===== config.mk =====
export PLATFORM = sky130hd
export DESIGN_NAME = ula_result_bcd
export DESIGN_NICKNAME = d
export VERILOG_FILES = /design/src/rtl/ula_pkg.sv /design/src/rtl/bcd_adjust_digit.sv /design/src/rtl/ula_result_bcd.sv
export SDC_FILE = /design/constraint.sdc
export NUM_CORES = 1
export LEC_CHECK = 0
export ABC_AREA = 1
export CORE_ASPECT_RATIO = 1.75
export CORE_MARGIN = 2
export CORE_UTILIZATION = 50
export DETAILED_ROUTE_END_ITERATION = 8
export GPL_TIMING_DRIVEN = 1
export PLACE_DENSITY = 0.84
export SETUP_SLACK_MARGIN = 0.15
export SYNTH_ARGS = -nofsm -noshare
export SYNTH_HDL_FRONTEND = slang
export SYNTH_HIERARCHICAL = 1
export SYNTH_SLANG_ARGS = --single-unit

===== constraint.sdc =====
create_clock -name clock -period 1.5 [get_ports clock]
set_clock_uncertainty 0.2 [all_clocks]
set_input_delay 0.3 -clock clock [delete_from_list [all_inputs] [get_ports clock]]
set_output_delay 0.3 -clock clock [all_outputs]
set_load 0.05 [all_outputs]

===== src/rtl/ula_pkg.sv =====
// ula_pkg - shared types and constants for the ALU result to BCD converter.
//   state_t    : converter FSM states (IDLE, SHIFT, LOAD)
//   BCD_W      : width of one BCD digit
//   ADJ_THRESH : digit value at or above which the shift-and-add-3 step applies
//   ADJ_ADD    : amount added to a digit before the shift
//   DEF_MAG_W  : default magnitude width of the ALU result word
//   POS_BIT    : bit index of the positive flag in the default result word
package ula_pkg;

    typedef enum logic [1:0] {
        IDLE  = 2'd0,
        SHIFT = 2'd1,
        LOAD  = 2'd2
    } state_t;

    localparam int BCD_W      = 4;
    localparam int ADJ_THRESH = 5;
    localparam int ADJ_ADD    = 3;
    localparam int DEF_MAG_W  = 8;
    localparam int POS_BIT    = DEF_MAG_W;

endpackage


===== src/rtl/bcd_adjust_digit.sv =====
// bcd_adjust_digit - one digit of the double-dabble correction step.
//   digit_i : BCD digit before the shift
//   digit_o : digit + 3 when digit_i >= 5, otherwise digit_i unchanged
// Purely combinational. Adding 3 ahead of the left shift is what makes a
// digit of 5..9 carry correctly into the next digit after doubling.
module bcd_adjust_digit
    import ula_pkg::*;
(
    input  logic [BCD_W-1:0] digit_i,
    output logic [BCD_W-1:0] digit_o
);

    assign digit_o = (digit_i >= BCD_W'(ADJ_THRESH)) ? digit_i + BCD_W'(ADJ_ADD)
                                                     : digit_i;

endmodule


===== src/rtl/ula_result_bcd.sv =====
// ula_result_bcd - converts the signed-magnitude ALU result into a sign flag
// plus three BCD digits for the seven-segment display.
//   clock    : system clock, rising edge
//   reset_n  : asynchronous active-low reset
//   start    : conversion request, only honoured while idle
//   r        : ALU result, r[MAG_W] = positive flag, r[MAG_W-1:0] = magnitude
//   busy     : high while a conversion is in progress (decoded from state)
//   done     : one-cycle pulse when neg/hundreds/tens/ones have been updated
//   neg      : 1 = display a minus sign
//   hundreds : BCD digit 2
//   tens     : BCD digit 1
//   ones     : BCD digit 0
// Conversion is sequential shift-and-add-3: one capture edge, MAG_W shift
// edges, then one load edge that publishes the result.
module ula_result_bcd
    import ula_pkg::*;
#(
    parameter int MAG_W  = DEF_MAG_W,
    parameter int DIGITS = 3
) (
    input  logic             clock,
    input  logic             reset_n,
    input  logic             start,
    input  logic [MAG_W:0]   r,
    output logic             busy,
    output logic             done,
    output logic             neg,
    output logic [3:0]       hundreds,
    output logic [3:0]       tens,
    output logic [3:0]       ones
);

    localparam int ACC_W = DIGITS * BCD_W;
    localparam int SH_W  = ACC_W + MAG_W;
    localparam int CNT_W = (MAG_W > 1) ? $clog2(MAG_W) : 1;

    state_t             state_q;
    logic [MAG_W-1:0]   mag_q;
    logic               neg_cap_q;
    logic [ACC_W-1:0]   acc_q;
    logic [CNT_W-1:0]   cnt_q;
    logic               done_q;
    logic               neg_q;
    logic [BCD_W-1:0]   hundreds_q;
    logic [BCD_W-1:0]   tens_q;
    logic [BCD_W-1:0]   ones_q;

    // Correct every digit first, then shift the combined {bcd, magnitude}
    // word left by one. The MSB falling off the top is always zero because
    // 10^DIGITS exceeds the largest magnitude.
    logic [ACC_W-1:0]   acc_adj;
    logic [SH_W-1:0]    shift_d;

    for (genvar g = 0; g < DIGITS; g++) begin : g_adj
        bcd_adjust_digit u_adj (
            .digit_i (acc_q[g*BCD_W +: BCD_W]),
            .digit_o (acc_adj[g*BCD_W +: BCD_W])
        );
    end

    assign shift_d = {acc_adj, mag_q} << 1;

    always_ff @(posedge clock or negedge reset_n) begin
        if (!reset_n) begin
            state_q    <= IDLE;
            mag_q      <= '0;
            neg_cap_q  <= 1'b0;
            acc_q      <= '0;
            cnt_q      <= '0;
            done_q     <= 1'b0;
            neg_q      <= 1'b0;
            hundreds_q <= '0;
            tens_q     <= '0;
            ones_q     <= '0;
        end else begin
            done_q <= 1'b0;
            case (state_q)
                IDLE: begin
                    if (start) begin
                        mag_q     <= r[MAG_W-1:0];
                        // Negative zero is shown as plain zero.
                        neg_cap_q <= ~r[MAG_W] & (|r[MAG_W-1:0]);
                        acc_q     <= '0;
                        cnt_q     <= '0;
                        state_q   <= SHIFT;
                    end
                end
                SHIFT: begin
                    acc_q <= shift_d[SH_W-1 -: ACC_W];
                    mag_q <= shift_d[MAG_W-1:0];
                    cnt_q <= cnt_q + 1'b1;
                    if (cnt_q == CNT_W'(MAG_W - 1)) begin
                        state_q <= LOAD;
                    end
                end
                LOAD: begin
                    hundreds_q <= acc_q[2*BCD_W +: BCD_W];
                    tens_q     <= acc_q[1*BCD_W +: BCD_W];
                    ones_q     <= acc_q[0*BCD_W +: BCD_W];
                    neg_q      <= neg_cap_q;
                    done_q     <= 1'b1;
                    state_q    <= IDLE;
                end
                default: state_q <= IDLE;
            endcase
        end
    end

    assign busy     = (state_q != IDLE);
    assign done     = done_q;
    assign neg      = neg_q;
    assign hundreds = hundreds_q;
    assign tens     = tens_q;
    assign ones     = ones_q;

endmodule


# == After elaboration in Yosys (flattened, before gate mapping) ==
# Index checks and enable logic that the tools add are counted.
# totals
reg_bits,40
latch_bits,0
ram_bits,0
mem_bits_ro,0
input_bits,12
output_inout_bits,15
wordCells,44
memories,0
# classes
addsub,4
mul,0
n_div,0
magnitude_cmp,3
n_eq_ne,5
n_shift,0
mux,13
bitwise,2
reduce_logical,7
# ops
op,count
12-bit case mux with 2 select lines,1
8-bit case mux with 2 select lines,1
4-bit by 3-bit greater-or-equal comparator with 1-bit output (second input constant),3
12-bit 2-to-1 mux,1
4-bit by 2-bit adder with 4-bit output (second input constant),2
4-bit 2-to-1 mux,2
8-bit 2-to-1 mux,1
8-bit OR reduction,1
3-bit 2-to-1 mux,2
3-bit case mux with 2 select lines,1
2-bit AND reduction,3
2-bit 2-to-1 mux,2
2-bit inequality test (second input constant),2
2-bit case mux with 2 select lines,1
2-bit nonzero test,2
3-bit by 1-bit adder with 3-bit output (second input constant),1
3-bit by 2-bit adder with 3-bit output (second input constant),1
3-bit == test (second input constant),1
2-bit by 1-bit == test with 1-bit output (second input constant),1
2-bit == test (second input constant),1
2-bit logical NOT,1
1-bit AND,1
1-bit 2-to-1 mux,1
1-bit inverter,1

# == Logic depth before layout (Yosys ltp) ==
# depth
word_depth,3
ltp_mapped,9
mapped_depth_nobuf,9

# == Cells and area by module ==
# The synthesis kept the hierarchy.
# modules_own_cells
module,instances,cells_per_inst,area_each_um2
ula_result_bcd,1,202,1736.7
bcd_adjust_digit,3,23,135.1

# == Least setup slack after synthesis ==
# No wires, ideal clock.
# synth_timing
path_kind,register to register
start,register acc_q[4]
end,register acc_q[6]
arrival_ns,1.129
t_required_ns,1.174
path_slack_ns,0.045
stages_incl_launch_ff,9
path_buffers,0
period_less_slack_ns,1.455
path_cell_list,dfrtp_1 inv_1 ha_1 nor2_4 nor2_4 nand2_1 o21ai_2 nand3_1 o21ai_0
# synth_via
elab_chain_cells,3
elab_cells_between_ends,4
# synth_rtl
item,line_no,source
from (decl),ula_result_bcd.sv:40,logic [ACC_W-1:0] acc_q;
from (signal assigned),ula_result_bcd.sv:89,acc_q <= shift_d[SH_W-1 -: ACC_W];
4-bit by 2-bit adder with 4-bit output / 4-bit by 3-bit greater-or-equal comparator with 1-bit output (equally long branches),bcd_adjust_digit.sv:13,assign digit_o = (digit_i >= BCD_W'(ADJ_THRESH)) ? digit_i + BCD_W'(ADJ_ADD)
4-bit 2-to-1 mux *,bcd_adjust_digit.sv:13,
via acc_adj[5],ula_result_bcd.sv:51,logic [ACC_W-1:0] acc_adj;
12-bit case mux with 2 select lines *,ula_result_bcd.sv:77,case (state_q)
# Mark *: on every way through the listed nets, which the timed path passes. The rest lies on a longest branch.
# A chain may end at the register's enable or synchronous reset.

# == Worst setup path in the final report ==
# layout_timing
start,register state_q[0]
end,register mag_q[6]
# layout_via
elab_chain_cells,3
elab_cells_between_ends,6
# layout_rtl
item,line_no,source
from (decl),ula_result_bcd.sv:37,state_t state_q;
from (signal assigned),ula_result_bcd.sv:65,state_q <= IDLE;
from (signal assigned),ula_result_bcd.sv:85,state_q <= SHIFT;
from (signal assigned),ula_result_bcd.sv:93,state_q <= LOAD;
2-bit by 1-bit == test with 1-bit output / 2-bit logical NOT (equally long branches),ula_result_bcd.sv:77,
2-bit nonzero test (no line) / 2-bit inequality test (equally long branches),--,
2-bit AND reduction (no line),--,
to (signal assigned),ula_result_bcd.sv:80,mag_q <= r[MAG_W-1:0];
to (signal assigned),ula_result_bcd.sv:90,mag_q <= shift_d[MAG_W-1:0];
to (decl),ula_result_bcd.sv:38,logic [MAG_W-1:0] mag_q;
# Parallel ways exist; a longest one is shown, timed or not.

==> flow_summary_export.csv <==
group,metric,value,unit
critical_path,endpoint_kind,"register",
placement,place.gp.congestion,0.855,
detailed_routing,routedWlPerCell,14.8,um
cts,cts.sinks,40,
final_layout,area_growth,51.9,%
detailed_routing,viasPerCell,5.18,
critical_path,worstSetupPathType,"register to register",
critical_path,cpMaxStageDelayCell,"dfrtp_2",
pwr,power_leakage,1.60,nW
cts,tritoncts,"done",
worst_hold_path,min_to,"mag_q[2]",
synth,ys_warn_count,6,
die,die_height,90.1,um
run_status,outcome,"finished with violations",
run_status,violations,"negative setup slack",
critical_path,start_kind,"register",
synth,avgSynthCellArea,7.95,um2
synth,netlist_area,0.00212,mm2
cts,clk_latency,0.29,ns
worst_hold_path,holdPathStages,2,
critical_path,path_cells,"buf_4, buf_12, o21ai_4, buf_12, buf_4, nand2_1, nand2_1",
critical_path,reg2reg_slack,-0.07,ns
detailed_routing,vias,1974,
worst_hold_path,hp-class,"register to register",
global_routing,grt_usage,0.247,
critical_path,worst-endpoint-arrival,1.60,ns
final_layout,fin_util,0.781,
detailed_routing,drtPass1Iterations,4,
pwr,p_per_area,2260,mW/mm2
global_routing,grt_overflow,0,
die,ios,27,
global_routing,antenna_found_initial,0,
die,start_util,0.515,
pwr,ir_worst_vdd,1510,uV
critical_path,rr_startpoint,"state_q[0]",
final_layout,diodes,0,
sta,slew_headroom,0.809,
synth,netlist_instances,266,
cts,clock-root-buffer,"clkbuf_8",
critical_path,cp.required,1.54,ns
die,coreArea,0.00411,mm2
detailed_routing,finalWirelength,5.62,mm
die,dieArea,0.00479,mm2
critical_path,reg2reg_to,"mag_q[6]",
global_routing,grt_start_max_net_pins,41,
die,placementRows,31,
sta,fin_ws,-0.0654,ns
final_layout,layout.nets,351,
placement,dpl.hpwl,3.28,mm
sta,fin_crit_sh,1.04,
cts,cts_max_level,2,
sta,clock.fmax,0.639,GHz
sta,fin_crit,1.57,ns
pwr,power,7.28,mW
synth,synth_nets,286,
placement,port_buffers,26,
sta,worstMarginPinSlew,0.286,ns
critical_path,crit_fanout,7,
cts,clockBufferDepth,2,
cts,cts_buffers,5,
critical_path,r2r.worst_path.cells,7,
detailed_routing,drc,0,
sta,rsz0062_at_grt,"yes",
detailed_routing,drtIter0Drc,62,
cts,clk_pin_slew_worst_paths,0.08,ns
final_layout,drive_above_1_share,0.386,
flow_run,cap_viol_max_count,0,
die,die_x,53.2,um
sta,setup_viol,18,
global_routing,grt_pass1_wl,8.84,mm
detailed_routing,drtAntennaViolNets,0,
sta,finalHoldViolCount,0,
global_routing,grt_pass1_vias,1974,
worst_hold_path,hold_path.startpoint,"mag_q[2]",
sta,finalMaxSlewViolations,0,
critical_path,cp_slowest_stage_delay,0.44,ns
sequential cells by signal, indices dropped and copies added (netlist names):
register and cells:
acc_q 12, tens 4, neg_cap_q 1, done 1, ones 4, mag_q 8, state_q 2, hundreds 4
cnt_q 3, neg 1
per-layer routing:
metal	global-route usage	vias up	wire length (um)
met1	0.264	932	1960
met3	0.0415	20	192
li1	-	955	-
met2	0.448	67	3250
met5	0	-	0
met4	0.109	0	220
worst max path at each step:
stage / slack [ns] / end / depth (start not counted) / from
finish: -0.07 / mag_q[6] / 7 / state_q[0]
global route: -0.1 / mag_q[6] / 7 / state_q[0]
CTS: -0.05 / busy / 3 / state_q[0]
detailed placement: -0.10 / acc_q[8] / 4 / start
global placement: -0.06 / acc_q[8] / 4 / start
floorplan: 0.11 / acc_q[6] / 9 / acc_q[5]
layout make-up:
class                      count  area, um2
clock buffer                   7       96.3
clock inverter                 1       30.0
fill                         241        898
inverter                      33        141
multi-input combinational    186       1120
sequential                    40       1010
tap                           49       61.3
timing repair buffer          64        753
timing repair inverter         1       8.76
critical path: cells and delay by family, from the launching register on:
family	cells	cell delay, ns
buffers and inverters	4	0.59
and+or+nand+nor	2	0.14
DFF	1	0.44
AOI/OAI and AO/OA	1	0.14
where the power goes:
| group | total (mW) | internal (mW) | switching, mW |
|---|---|---|---|
| registers | 1.96 | 1.52 | 0.432 |
| logic | 4.37 | 2.00 | 2.37 |
| clock network | 0.952 | 0.587 | 0.365 |
| total | 7.28 | 4.11 | 3.17 |
layout by cell type (no fill, tap or decap), types with 3 or more instances in the layout:
cell,count
nor2_1,12
inv_2,10
dfrtp_1,36
dfrtp_2,4
buf_4,29
nor2_4,7
nand3_1,18
o21ai_1,11
nand3_2,3
clkdlybuf4s50_1,10
nand2_2,14
buf_6,4
clkbuf_8,7
buf_12,18
o21ai_0,5
inv_1,20
ha_4,6
nand2_4,5
o21ai_2,9
nand2_1,89
stage by stage:
| stage | TNS [ns] | cells | setup WS, ns | area, um2 | hold WS [ns] |
|---|---|---|---|---|---|
| after floorplan | 0 | 266 | 0.108 | 2170 | -0.196 |
| after global placement | -0.413 | 347 | -0.0598 | 2700 | 0.0798 |
| after detailed placement | -1.12 | 347 | -0.104 | 2700 | 0.0821 |
| after CTS | -0.205 | 374 | -0.0457 | 3040 | 0.285 |
| after global routing | -1.17 | 381 | -0.0960 | 3210 | 0.314 |
| final | -0.470 | 381 | -0.0654 | 3210 | 0.282 |
what timing repair did:
action | CTS | global route
pin swaps | 20 | 15
buffers inserted | 16 | 6
endpoints found under the setup margin | 45 | 53
endpoints found under the hold margin | 40 | 0
resized for setup | 35 | 33
cloned | 2 | 1
hold buffers | 1 | 0
Power figures use the tool's default switching activity.
